<file path="src/rtl/stream_demux_1ton.sv">
// stream_demux_1ton: registered 1-to-N valid/ready demux with unicast steering and all-or-nothing broadcast.
// Define DEMUX_ERR_CNT_EN to add the saturating err_cnt port counting dropped out-of-range beats.
module stream_demux_1ton #(
    parameter int WIDTH = 8,
    parameter int CHANNELS = 4,
    parameter int ERR_CNT_W = 8,
    localparam int SEL_W = CHANNELS > 2 ? $clog2(CHANNELS) : 1
) (
    input  logic                       clk,
    input  logic                       rst_n,
    input  logic                       in_valid,
    output logic                       in_ready,
    input  logic [WIDTH-1:0]           in_data,
    input  logic [SEL_W-1:0]           in_sel,
    input  logic                       in_bcast,
    output logic [CHANNELS-1:0]        out_valid,
    input  logic [CHANNELS-1:0]        out_ready,
    output logic [CHANNELS*WIDTH-1:0]  out_data,
    output logic                       sel_err
`ifdef DEMUX_ERR_CNT_EN
    ,
    output logic [ERR_CNT_W-1:0]       err_cnt
`endif
);
    localparam logic [SEL_W:0] NCH = (SEL_W + 1)'(CHANNELS);
    logic [CHANNELS-1:0] can_acc;
    logic [CHANNELS-1:0] sel_hot;
    logic [CHANNELS-1:0] load;
    logic                sel_ok;
    logic                acc;
    logic                drop;
    assign can_acc = ~out_valid | out_ready;
    assign sel_ok  = {1'b0, in_sel} < NCH;
    assign sel_hot = sel_ok ? CHANNELS'(1) << in_sel : '0;
    // out-of-range unicast is always accepted so the producer never deadlocks on it
    assign in_ready = rst_n && (in_bcast ? &can_acc : !sel_ok || |(sel_hot & can_acc));
    assign acc  = in_valid && in_ready;
    assign drop = acc && !in_bcast && !sel_ok;
    assign load = !acc ? '0 : in_bcast ? '1 : sel_hot;
    always_ff @(posedge clk or negedge rst_n) begin
        if (!rst_n) begin
            out_valid <= '0;
            out_data  <= '0;
            sel_err   <= 1'b0;
        end else begin
            out_valid <= load | (out_valid & ~out_ready);
            sel_err   <= drop;
            for (int i = 0; i < CHANNELS; i++)
                if (load[i]) out_data[i*WIDTH +: WIDTH] <= in_data;
        end
    end
`ifdef DEMUX_ERR_CNT_EN
    always_ff @(posedge clk or negedge rst_n) begin
        if (!rst_n) err_cnt <= '0;
        else if (drop && !(&err_cnt)) err_cnt <= err_cnt + 1'b1;
    end
`else
    logic unused_err_cnt_w;
    assign unused_err_cnt_w = |ERR_CNT_W;
`endif
endmodule

</file>
<file path="config.mk">
export PLATFORM = sky130hd
export DESIGN_NAME = stream_demux_1ton
export DESIGN_NICKNAME = d
export VERILOG_FILES = /design/src/rtl/stream_demux_1ton.sv
export SDC_FILE = /design/constraint.sdc
export NUM_CORES = 1
export LEC_CHECK = 0
export CAP_MARGIN = 30
export CORE_MARGIN = 3
export CORE_UTILIZATION = 40
export CTS_CLUSTER_DIAMETER = 200
export DETAILED_ROUTE_END_ITERATION = 6
export PLACE_DENSITY = 0.75
export SLEW_MARGIN = 20
export SYNTH_ARGS = -nofsm -noshare
export SYNTH_HDL_FRONTEND = slang
export SYNTH_SLANG_ARGS = --single-unit
</file>
<file path="constraint.sdc">
create_clock -name clk -period 2 [get_ports clk]
set_clock_uncertainty 0.2 [all_clocks]
set_input_delay 0.4 -clock clk [delete_from_list [all_inputs] [get_ports clk]]
set_output_delay 0.4 -clock clk [all_outputs]
set_load 0.01 [all_outputs]
</file>
==> results <==
- The flow ran to the end, but the final reports show violations.
- The checks that failed: negative setup slack.
- The CTS clock-pin slew for the worst setup and hold paths is 0.07 ns.
- Setup violations remaining at the end of the flow were counted as 34.
- Among all cell types in the netlist, the one instantiated most often is sky130_fd_sc_hd__dfrtp_1.
- The area growth from synthesis to layout is 58.9%.
- The share of power burned in the clock network is 0.242.
- The sequential cell area fraction in the yosys report is 0.558.
- The most area-hungry cell type in the Yosys netlist is sky130_fd_sc_hd__dfrtp_1.
- The share of synthesized cell area in full adder, half adder and majority cells is 0.
- The final layout net count is 201.
- STA puts the critical path data arrival time at 1.60 ns.
- The area share of the largest cell type after synthesis is 0.558.
- The CTS tree is done.
- The summed instance area of the synthesized netlist is 1620 sq um.
- The detailed router's first-iteration violation count is 38.
- The Yosys step of the flow raised 0 warnings.
- Measured along the x axis, the die boundary spans 69.5 um.
- The total count of hold-check failures in the final report is 0.
- The final-report max-slew violation count is 0.
- The parity-gate share of the synthesized area counting xor and xnor cells is 0.
- The first global-routing pass estimated 6380 um of wire.
- The die outline area is 4840 sq um.
- The post-synthesis sequential element count is 36.
- The clock tree buffer depth is 2.
- Setup repair after global routing could not meet its margin everywhere.
- Counting distinct cell types in the post-synthesis netlist gives 18.
- Summed over all layers, the global routing overflow is 0.
- Counting instances in the post-synthesis netlist gives the leading cell types as sky130_fd_sc_hd__dfrtp_1, sky130_fd_sc_hd__mux2_4, sky130_fd_sc_hd__mux2_2, sky130_fd_sc_hd__nand2_1.
- In this run the worst path has a maximum fanout of 5.
- The mux contribution to synthesized area is 0.293.
- The share of synthesized cell area in and, or, nand and nor gates is 0.0596.
- The depth of the CTS H-tree is 2.
- Summed over all nets, the switching power comes to 0.000692 W.
- The combinational family with the most area after synthesis is multiplexers.
- The kind of critical path is in -> out.
- At the worst endpoint, the required time is 1.40 ns.
- The routed via count is 1,090.
- The power share of the combinational group is 0.362.
- Input and output buffers added on the ports amount to 54.
- The areal power density over the cells is 1020 nW/um^2.
- The reported max-cap violation count is 0.
- The initial antenna violation count is 0.
- The detailed-placement wirelength estimate is 2790 um.
- In this run the vertical extent of the chip is 69.5 um.
- The synthesized net count is 114.
- The detail route stage leaves a number of antenna-violating nets equal to 0.
- Static timing analysis puts the maximum clock frequency at 454 MHz.
- The total leakage power is 1.22 nW.
- In this run the mean area of a mapped cell was 16.8 sq um.
- The clock period minus worst slack is 2.20 ns.
- The pre-antenna-repair detailed-routing pass consisted of 4 iterations.
- The final standard cell utilization of the core is 0.680.
- The complex-gate fraction of the synthesized area is 0.0775.
- The net switching share of the total power is 0.266.
- Of all flip-flops after synthesis, the portion carrying an async set or reset was 1.00.
- Routability-driven placement finished with a final weighted congestion of 0.816.
- The initialized floorplan defines 22 standard-cell rows.
- Among all flip-flop cells after synthesis, the most frequent one is sky130_fd_sc_hd__dfrtp_1.
- The post-layout worst setup margin is -0.204 ns.
- The count of flip-flops with a built-in enable after synthesis is 0.
- In the final timing run, aggregate negative setup slack is -4.22 ns.
- In the post-synthesis netlist, the biggest area contributors are sky130_fd_sc_hd__dfrtp_1, sky130_fd_sc_hd__mux2_4, sky130_fd_sc_hd__o211ai_4.
- The sequential fraction of design power is 0.396.
- In the finished design, the share of the clock period the worst path needs comes to 1.10.
- The initial utilization of the core area, before any placement, comes to 0.428.
- The detail-routed via count per cell is 4.70.
- The global routing usage summed across all routing layers is 0.168.
- The type of element capturing the critical path is an output port.
- The clock insertion delay at the later pin of the skew report is 0.28 ns.
- The boundary pin count is 56.
- Dividing the detail-routed wire length by the instance count gives 16.0 um.
- The number of diodes added for antenna fixing is 0.
- The startpoint kind of the worst setup timing path is an input pin.
- The maximum VDD drop is 0.666 mV.
- The clock sink total is 36.
- After detailed routing, the number of remaining DRC violations is 0.
- The via count of the first global-routing pass is 1,277.
- The sum of routed wire length over all layers is 3720 um.
- The largest net degree at the start of global routing is 25.
- The tightest min-delay check is of the reg -> reg type.
- The region available for standard cell placement spans 3770 sq um.
- The cell sitting at the root of the clock tree is a sky130_fd_sc_hd__clkbuf_8.
- The fraction of layout instances using a drive strength above 1 is 0.418.
- In the synthesized netlist, the number of instances is 96.
- Internal power comes to 0.00191 W.
- The CTS buffer count is 5.
power groups by stage:
stage	combinational [W]	sequential, W	clock [W]
after floorplan	0.000319	0.00112	0
after global placement	0.000914	0.00104	0
after detailed placement	0.000929	0.00104	0
after CTS	0.000951	0.00103	0.000649
after global routing	0.00100	0.00106	0.000690
final	0.000943	0.00103	0.000631
metrics by stage:
stage | worst slack (ns) | instance area [sq um] | total power [W] | instances | hold WS [ns]
detailed placement | -0.798 | 2340 | 0.00197 | 214 | 0.186
finish | -0.204 | 2570 | 0.00261 | 232 | 0.294
floorplan | -0.149 | 1630 | 0.00144 | 96 | -0.0956
global route | -0.249 | 2570 | 0.00275 | 232 | 0.325
global placement | -0.778 | 2340 | 0.00195 | 214 | 0.188
CTS | -0.222 | 2540 | 0.00263 | 230 | 0.300
cell type report:
type / instances / area, sq um
clock buffers: 5 / 68.8
clock inverters: 3 / 42.5
fillers: 253 / 1200
inverters: 1 / 3.75
multi-input cells: 57 / 721
flip-flops and latches: 36 / 901
well taps: 48 / 60.1
repair buffers: 82 / 769
final timing paths:
kind | startpoint | end | slack, ns | cells after the start
min reg2reg | out_data[22] | out_data[22] | 0.29 | 1
max | in_sel[1] | in_ready | -0.20 | 4
min in group asynchronous | rst_n | out_valid[3] | 0.45 | 3
min | out_data[22] | out_data[22] | 0.29 | 1
max in group asynchronous | rst_n | out_data[21] | 0.85 | 3
max reg2reg | out_valid[3] | out_data[21] | -0.13 | 6
registers in the layout, indices dropped and copies added (netlist names):
signal and count:
out_data 32, out_valid 4
critical path: stages:
cell                            delay, ns
sky130_fd_sc_hd__dlygate4sd2_1       0.29
sky130_fd_sc_hd__mux4_2              0.56
sky130_fd_sc_hd__o211a_1             0.22
sky130_fd_sc_hd__buf_2               0.13
routing by layer:
metal  vias up  track usage  wire, um
met3         2       0.0710       256
met1       537        0.190      1520
met2        39        0.289      1910
met4         0       0.0456        33
met5         -            0         0
li1        512            -         -
cells in the final DEF, fill, tap and decap left out, types with 2 or more instances in the layout:
cell type / n
sky130_fd_sc_hd__mux2_1: 3
sky130_fd_sc_hd__o211ai_4: 4
sky130_fd_sc_hd__nand2b_4: 4
sky130_fd_sc_hd__clkdlybuf4s15_1: 2
sky130_fd_sc_hd__buf_2: 2
sky130_fd_sc_hd__nand2_1: 5
sky130_fd_sc_hd__dfrtp_1: 36
sky130_fd_sc_hd__a21oi_1: 3
sky130_fd_sc_hd__dlygate4sd2_1: 3
sky130_fd_sc_hd__mux2_2: 2
sky130_fd_sc_hd__mux2_4: 27
sky130_fd_sc_hd__clkdlybuf4s50_1: 47
sky130_fd_sc_hd__clkbuf_8: 5
sky130_fd_sc_hd__nand2b_1: 2
sky130_fd_sc_hd__buf_4: 19
sky130_fd_sc_hd__buf_6: 8
kinds of logic (layout without fill, tap and decap cells):
family | Yosys count | after routing
AO/OA/AOI/OAI | 10 | 10
buffers and inverters | 3 | 91
flip-flops | 36 | 36
multiplexers | 33 | 33
other | 1 | 1
AND/OR/NAND/NOR | 13 | 13
timing repair:
item	4_1_cts	5_1_grt
pin swaps	1	1
buffers inserted	7	2
hold endpoints to repair	36	0
hold buffers	1	0
setup endpoints to repair	37	36
gates cloned	0	0
resized for setup	20	1
Power figures use the tool's default switching activity.
